**src/rtl/legv8_pkg.sv**
```systemverilog
// Shared definitions for the LEGv8 front end.
//   state_t      : fetch FSM encoding (FETCH, WAIT, HOLD)
//   INSTR_WIDTH  : instruction word width
//   BRANCH_SHIFT : word offset -> byte offset shift for branch immediates
package legv8_pkg;

   localparam int INSTR_WIDTH  = 32;
   localparam int BRANCH_SHIFT = 2;

   typedef enum logic [1:0] {
      FETCH = 2'd0,
      WAIT  = 2'd1,
      HOLD  = 2'd2
   } state_t;

endpackage

```
**src/rtl/next_pc_m.sv**
```systemverilog
// Next program counter computation (purely combinational).
//   inst_pc      : address of the instruction being retired
//   immediate    : signed word offset from the decoder
//   Uncondbranch : unconditional branch, always taken
//   Branch       : conditional branch, taken when zeroflag is set
//   zeroflag     : ALU zero result
//   next_pc      : branch target or fall-through (inst_pc + 4), wraps
module next_pc_m
   import legv8_pkg::*;
#(
   parameter int ADDR_WIDTH = 32
) (
   input  logic [ADDR_WIDTH-1:0] inst_pc,
   input  logic [31:0]           immediate,
   input  logic                  Uncondbranch,
   input  logic                  Branch,
   input  logic                  zeroflag,
   output logic [ADDR_WIDTH-1:0] next_pc
);

   logic                  taken;
   logic [ADDR_WIDTH-1:0] offset;

   always_comb begin
      taken  = Uncondbranch | (Branch & zeroflag);
      // Sign-extend past ADDR_WIDTH before shifting so the word offset
      // becomes a byte offset that wraps modulo 2^ADDR_WIDTH.
      offset = ADDR_WIDTH'({{ADDR_WIDTH{immediate[31]}}, immediate} << BRANCH_SHIFT);
      if (taken) begin
         next_pc = inst_pc + offset;
      end else begin
         next_pc = inst_pc + ADDR_WIDTH'(4);
      end
   end

endmodule

```
**src/rtl/instruction_fetch_m.sv**
```systemverilog
// Instruction fetch unit: holds the PC, reads one word at a time from a
// variable-latency instruction memory and presents it to the core with a
// valid/ready handshake, redirecting the PC on taken branches.
//   clk, reset           : clock, asynchronous active-high reset
//   imem_req/imem_addr   : level read request and byte address of the word
//   imem_ack/imem_rdata  : one-cycle read-data pulse and the word
//   instruction/inst_pc  : presented instruction and its address
//   inst_valid/inst_ready: handshake to the core
//   Uncondbranch, Branch, zeroflag, immediate : branch info, sampled on handshake
//   fetch_count          : number of instructions consumed
module instruction_fetch_m #(
   parameter int          ADDR_WIDTH  = 32,
   parameter logic [31:0] RESET_PC    = 32'h0,
   parameter int          INSTR_WIDTH = legv8_pkg::INSTR_WIDTH
) (
   input  logic                   clk,
   input  logic                   reset,
   output logic                   imem_req,
   output logic [ADDR_WIDTH-1:0]  imem_addr,
   input  logic                   imem_ack,
   input  logic [INSTR_WIDTH-1:0] imem_rdata,
   output logic [INSTR_WIDTH-1:0] instruction,
   output logic [ADDR_WIDTH-1:0]  inst_pc,
   output logic                   inst_valid,
   input  logic                   inst_ready,
   input  logic                   Uncondbranch,
   input  logic                   Branch,
   input  logic                   zeroflag,
   input  logic [31:0]            immediate,
   output logic [31:0]            fetch_count
);

   import legv8_pkg::*;

   state_t                 state_q, state_d;
   logic [ADDR_WIDTH-1:0]  pc_q, pc_d;
   logic                   imem_req_q, imem_req_d;
   logic [ADDR_WIDTH-1:0]  imem_addr_q, imem_addr_d;
   logic [INSTR_WIDTH-1:0] instruction_q, instruction_d;
   logic [ADDR_WIDTH-1:0]  inst_pc_q, inst_pc_d;
   logic                   inst_valid_q, inst_valid_d;
   logic [31:0]            fetch_count_q, fetch_count_d;
   logic [ADDR_WIDTH-1:0]  next_pc;

   next_pc_m #(
      .ADDR_WIDTH (ADDR_WIDTH)
   ) u_next_pc (
      .inst_pc      (inst_pc_q),
      .immediate    (immediate),
      .Uncondbranch (Uncondbranch),
      .Branch       (Branch),
      .zeroflag     (zeroflag),
      .next_pc      (next_pc)
   );

   always_comb begin
      // NOTE: every signal gets a hold-value default first so no path leaves
      // it unassigned, which would otherwise infer a latch.
      state_d       = state_q;
      pc_d          = pc_q;
      imem_req_d    = imem_req_q;
      imem_addr_d   = imem_addr_q;
      instruction_d = instruction_q;
      inst_pc_d     = inst_pc_q;
      inst_valid_d  = inst_valid_q;
      fetch_count_d = fetch_count_q;

      case (state_q)
         FETCH: begin
            imem_req_d  = 1'b1;
            imem_addr_d = pc_q;
            state_d     = WAIT;
         end
         WAIT: begin
            // Request and address are held until the memory answers.
            if (imem_ack) begin
               instruction_d = imem_rdata;
               inst_pc_d     = pc_q;
               inst_valid_d  = 1'b1;
               imem_req_d    = 1'b0;
               state_d       = HOLD;
            end
         end
         HOLD: begin
            // Branch inputs only matter on the handshake cycle itself.
            if (inst_valid_q && inst_ready) begin
               pc_d          = next_pc;
               inst_valid_d  = 1'b0;
               fetch_count_d = fetch_count_q + 32'd1;
               state_d       = FETCH;
            end
         end
         default: state_d = FETCH;
      endcase
   end

   always_ff @(posedge clk or posedge reset) begin
      if (reset) begin
         state_q       <= FETCH;
         pc_q          <= ADDR_WIDTH'(RESET_PC);
         imem_req_q    <= 1'b0;
         imem_addr_q   <= '0;
         instruction_q <= '0;
         inst_pc_q     <= '0;
         inst_valid_q  <= 1'b0;
         fetch_count_q <= '0;
      end else begin
         // NOTE: non-blocking assignments so every flop samples the values
         // from before this edge, independent of statement order.
         state_q       <= state_d;
         pc_q          <= pc_d;
         imem_req_q    <= imem_req_d;
         imem_addr_q   <= imem_addr_d;
         instruction_q <= instruction_d;
         inst_pc_q     <= inst_pc_d;
         inst_valid_q  <= inst_valid_d;
         fetch_count_q <= fetch_count_d;
      end
   end

   assign imem_req    = imem_req_q;
   assign imem_addr   = imem_addr_q;
   assign instruction = instruction_q;
   assign inst_pc     = inst_pc_q;
   assign inst_valid  = inst_valid_q;
   assign fetch_count = fetch_count_q;

endmodule
```
**config.mk**
```make
export PLATFORM = sky130hd
export DESIGN_NAME = instruction_fetch_m
export DESIGN_NICKNAME = d
export VERILOG_FILES = /design/src/rtl/legv8_pkg.sv /design/src/rtl/next_pc_m.sv /design/src/rtl/instruction_fetch_m.sv
export SDC_FILE = /design/constraint.sdc
export NUM_CORES = 1
export LEC_CHECK = 0
export CAP_MARGIN = 20
export CORE_ASPECT_RATIO = 0.5
export CORE_UTILIZATION = 50
export DETAILED_ROUTE_END_ITERATION = 6
export PLACE_DENSITY = 0.88
export SLEW_MARGIN = 20
export SYNTH_ARGS = -nofsm -noshare
export SYNTH_HDL_FRONTEND = slang
export SYNTH_HIERARCHICAL = 1
export SYNTH_SLANG_ARGS = --single-unit
```
**constraint.sdc**
```tcl
create_clock -name clk -period 7.7 [get_ports clk]
set_input_delay 2.31 -clock clk [delete_from_list [all_inputs] [get_ports clk]]
set_output_delay 2.31 -clock clk [all_outputs]
set_load 0.01 [all_outputs]
```
Word level (Yosys, flattened, before mapping)
Cells that the tools add are included.
- input port bits: 71
- word-level logic and storage cells: 35
- bits in registers: 164
- reductions and logical operators: 9
- bitwise operators: 2
- eq/ne operators: 4
- multiplexer cells: 9
- add/sub/neg operators: 3
- operators by type and width (cell ; number):
    32-bit by 1-bit adder with 32-bit output, second input constant ; 1
    32-bit by 3-bit adder with 32-bit output, second input constant ; 1
    32-bit adder ; 1
    32-bit two-way mux ; 1
    2-bit AND reduction ; 4
    2-bit case mux with 3 select lines ; 1
    2-bit two-way mux ; 2
    2-bit != test, second input constant ; 2
    1-bit case mux with 2 select lines ; 2
    2-bit nonzero test ; 2
    1-bit two-way mux ; 3
    3-bit AND reduction ; 1
    2-bit by 1-bit == test with 1-bit output, second input constant ; 1
    2-bit == test, second input constant ; 1
    2-bit logical NOT ; 1
    1-bit bitwise AND ; 1
    1-bit logical AND ; 1
    1-bit OR ; 1

Longest topological paths before layout
- word-level depth: 3
- gate-level depth with buffers: 16
- depth with buffers taken out: 14

Hierarchy
The synthesis kept the hierarchy.
- modules (own cells, without submodules) (module ; area an instance (µm²) ; instances ; cells an instance):
    instruction_fetch_m ; 6442.4 ; 1 ; 489
    next_pc_m ; 1855.5 ; 1 ; 280

Least setup slack after synthesis
OpenSTA, ideal clock, no wires.
- path kind: input port to flip-flop
- start point: in Branch
- end point: reg pc_q[20]
- data arrival time: 5.138 ns
- stages on the path: 16
- path slack: 2.497 ns
- data required time: 7.635 ns
- path through: a21oi_1 -> clkbuf_1 -> clkbuf_1 -> or2_2 -> ha_1 -> inv_1 -> fa_1 -> nand2b_1 -> a21oi_1 -> o21ai_1 -> a211o_1 -> or3_1 -> nand3_1 -> xnor2_1 -> nand2_1 -> nand2_1
- word-level cells in the longest chain between the ends: 3
- RTL lines (what ; line ; source):
    from (decl) ; instruction_fetch_m.sv:27 ; input logic Branch,
    1-bit bitwise AND ; next_pc_m.sv:25 ; taken = Uncondbranch | (Branch & zeroflag);
    1-bit OR ; next_pc_m.sv:25 ;
    32-bit two-way mux ; next_pc_m.sv:29 ; if (taken) begin
    net next_pc[20] ; instruction_fetch_m.sv:43 ; logic [ADDR_WIDTH-1:0] next_pc;
    to (signal assigned) ; instruction_fetch_m.sv:100 ; pc_q <= ADDR_WIDTH'(RESET_PC);
    to (signal assigned) ; instruction_fetch_m.sv:111 ; pc_q <= pc_d;
    to (decl) ; instruction_fetch_m.sv:36 ; logic [ADDR_WIDTH-1:0] pc_q, pc_d;
The timed path passes the listed nets, and every way through them passes these cells.
A chain may end at the register's enable or synchronous reset.

Worst setup path in the final report
- start point: in Branch
- end point: reg pc_q[28]
The elaborated chain is that of the path after synthesis.

==> results by group <==
STA
  – Setup TNS Final: 0 ns
  – Tmin final: 5.38 ns
  – Period utilization: 69.9%
  – Rel. slew slack: 27.8%
  – Max Slew Vio Count: 0
  – Final Skew: 0.0140 ns
  – Final setup violating endpoints: 0
  – Worst slew pin tran: 1.08 ns
  – RSZ-0062 raised after global routing: no
  – Final Hold Viols: 0
  – Highest clock rate: 186 MHz

GRT
  – GRT Resource Usage Total: 25.4%
  – Antenna violations before repair: 0
  – GRT overflow: 0
  – Largest net degree at the start of global routing: 113
  – Vias in the first global route: 6854
  – First-pass GRT wire length: 34300 um

Synthesis
  – Mapped Nets: 871
  – Syn_area_per_cell: 10.8 um^2
  – YS warnings: 6
  – Post-synthesis sequential area ratio: 49.5%
  – Post-synth ARST share: 100%
  – Synth Area in Compound Gates: 6.94%
  – Synth Flop Type: dfrtp_1
  – EDFF count, synth: 0
  – XOR/XNOR Fraction of Synth Area: 5.91%
  – Mux cell area share after synthesis: 13.0%
  – Mapped Cells: 769
  – Distinct cells, synth: 58
  – Post-synthesis cell area: 8300 um^2
  – Simple-Gate Fraction of Synth Area: 17.3%
  – Adder-cell area share of the yosys netlist: 4.76%
  – FF+latch count, synth: 164
  – Main combinational cell family by area after synthesis: simple AND/OR/NAND/NOR gates

Layout
  – Share of layout cells above drive strength 1: 15.9%
  – Final Instance Area: 11100 um^2
  – Most common cell after layout, fill and taps aside: clkdlybuf4s50_1
  – # diodes: 0
  – Area Growth Syn to Fin: 33.2%
  – Post-layout nets: 1064
  – Most frequent cells in the layout: 198 x clkdlybuf4s50_1, 164 x dfrtp_1, 138 x nand2_1, 96 x mux2_2, 32 x a21oi_1
  – Final Util: 69.9%

Place
  – Number of port buffers: 198
  – Global placement routability congestion: 0.874
  – Dpl hpwl: 14800 um
  – DP Area: 10500 um^2

Setup path
  – Worst Setup EP: pc_q[28]
  – CP Buf/Inv Count: 3
  – Crit path max-delay cell type: clkdlybuf4s50_1
  – Critical path, cell by cell: clkdlybuf4s50_1 > a21oi_2 > buf_4 > or2_2 > ha_1 > inv_1 > fa_1 > nand2b_1 > a21oi_1 > o21ai_1 > a21oi_1 > a31oi_1 > o21ai_0 > xor2_1 > nand2_1 > nand2_1
  – CP peak stage delay: 0.42 ns
  – CP max FO: 18
  – CP required: 8.06 ns
  – Data arrival, critical path: 5.74 ns
  – Crit Path Class: in2reg
  – Depth of the most critical reg-to-reg path: 12
  – Startpoint types: input port
  – Worst path depth: 16
  – Launch point of the worst reg-to-reg path: inst_pc[2]
  – Critical Path Sink Type: register
  – FF-to-FF End: pc_q[28]
  – Internal reg-to-reg setup slack: 4.81 ns
  – Top delay family on crit path: compound AO/OA/AOI/OAI gates
  – Setup crit start: Branch

Detailed routing
  – Residual DRC count: 0
  – Routed vias/inst: 5.53
  – WL final: 21300 um
  – WL/cell: 17.8 um
  – DR pass1 iterations: 6
  – Drt first-iter violations: 488
  – Vias: 6616
  – Routed Antenna Nets: 0

Power and ir drop
  – Peak VDD IR: 0.180 mV
  – Pleak: 0.00507 uW
  – Power density cells: 359 nW/um^2

Floorplanning
  – Die area: 17100 um^2
  – Die Ht: 93.1 um
  – Die X: 184 um
  – Starting Density: 52.5%
  – Core area: 15800 um^2
  – I/O pin count: 201
  – Cell Rows: 32

Job
  – MaxCap Viol Count: 0

Clock network
  – Root Buffer: clkbuf_16
  – Clock-pin transition on the worst setup and hold timing paths: 0.06 ns
  – Sink Count: 164
  – Worst-Skew Late Latency: 0.42 ns
  – Post-CTS Setup Repair Bufs: 0
  – CTS tree: done
  – Total CTS buffers: 17
  – Hold buffers post-CTS: 0
  – Htree depth: 4
  – CTS max path bufs: 2
  – Post-CTS Resized: 0

Hold path
  – Hold Crit Class: reg2reg

Outcome
  – Run status: finished, final reports clean
[worst min-delay path by stage]
stage,from,endpoint,slack [ns],cells past startpoint
CTS,fetch_count[31],fetch_count[31],0.47,1
floorplan,pc_q[0],pc_q[0],0.46,2
detailed placement,fetch_count[31],fetch_count[31],0.46,1
finish,fetch_count[31],fetch_count[31],0.47,1
global placement,fetch_count[31],fetch_count[31],0.46,1
global route,fetch_count[31],fetch_count[31],0.51,1
[cell usage after synthesis, drive strengths merged (4+ instances only)]
cell type | n | area share (%)
xor2 | 31 | 3.3
nor4 | 11 | 1.3
ha | 30 | 4.5
inv | 19 | 0.86
a21oi | 35 | 2.2
o211ai | 4 | 0.36
a21o | 5 | 0.45
nand2 | 138 | 6.2
o21ai | 24 | 1.4
dfrtp | 164 | 49
buf | 16 | 1.0
xnor2 | 25 | 2.6
and4 | 6 | 0.65
nor2b | 29 | 2.2
nor3 | 14 | 1.1
nand3 | 23 | 1.4
mux2 | 96 | 13
nor2 | 28 | 1.3
clkbuf | 15 | 0.68
nand4 | 15 | 1.6
[cells by family (layout without fill, tap and decap cells)]
group / count (synthesis) / after routing
compound gates: 90 / 90
xor+xnor: 56 / 56
fa+ha+maj: 31 / 31
buf+inv: 50 / 256
flops: 164 / 164
mux: 96 / 96
simple gates: 282 / 282
[through the flow]
step | std cells | hold slack, ns | worst slack, ns | power (uW)
after floorplan | 769 | 0.458 | 0.957 | 2370
after global placement | 1164 | 0.456 | 2.13 | 3050
after detailed placement | 1164 | 0.461 | 2.03 | 3130
after CTS | 1196 | 0.474 | 2.45 | 3980
final | 1196 | 0.473 | 2.32 | 3960
after global routing | 1196 | 0.507 | 2.15 | 4190
[flip-flops by register name, summed over array words and instances, names as in the netlist]
| signal | cells |
|---|---|
| fetch_count | 32 |
| imem_addr | 32 |
| inst_pc | 32 |
| instruction | 32 |
| pc_q | 32 |
| state_q | 2 |
| imem_req | 1 |
| inst_valid | 1 |
[per-layer routing]
| layer | vias up | track usage (%) | routed length, um |
|---|---|---|---|
| li1 | 3065 | - | - |
| met1 | 3283 | 31.0 | 8850 |
| met5 | - | 0 | 0 |
| met3 | 41 | 5.37 | 1230 |
| met2 | 227 | 45.3 | 10700 |
| met4 | 0 | 8.19 | 450 |
[report_power, final]
group	internal [uW]	switching, uW	leakage (uW)
Clock	460	365	0.000270
Sequential	1170	222	0.00208
Combinational	930	815	0.00272
[final cells by class]
| type | count | area, um^2 |
|---|---|---|
| Fill cell | 1089 | 4760 |
| Sequential cell | 164 | 4100 |
| Multi-Input combinational cell | 555 | 3990 |
| Timing Repair Buffer | 205 | 2030 |
| Clock buffer | 20 | 447 |
| Tap cell | 221 | 277 |
| Clock inverter | 12 | 121 |
| Inverter | 19 | 78.8 |
No activity file was read; power rests on OpenSTA's default activity.
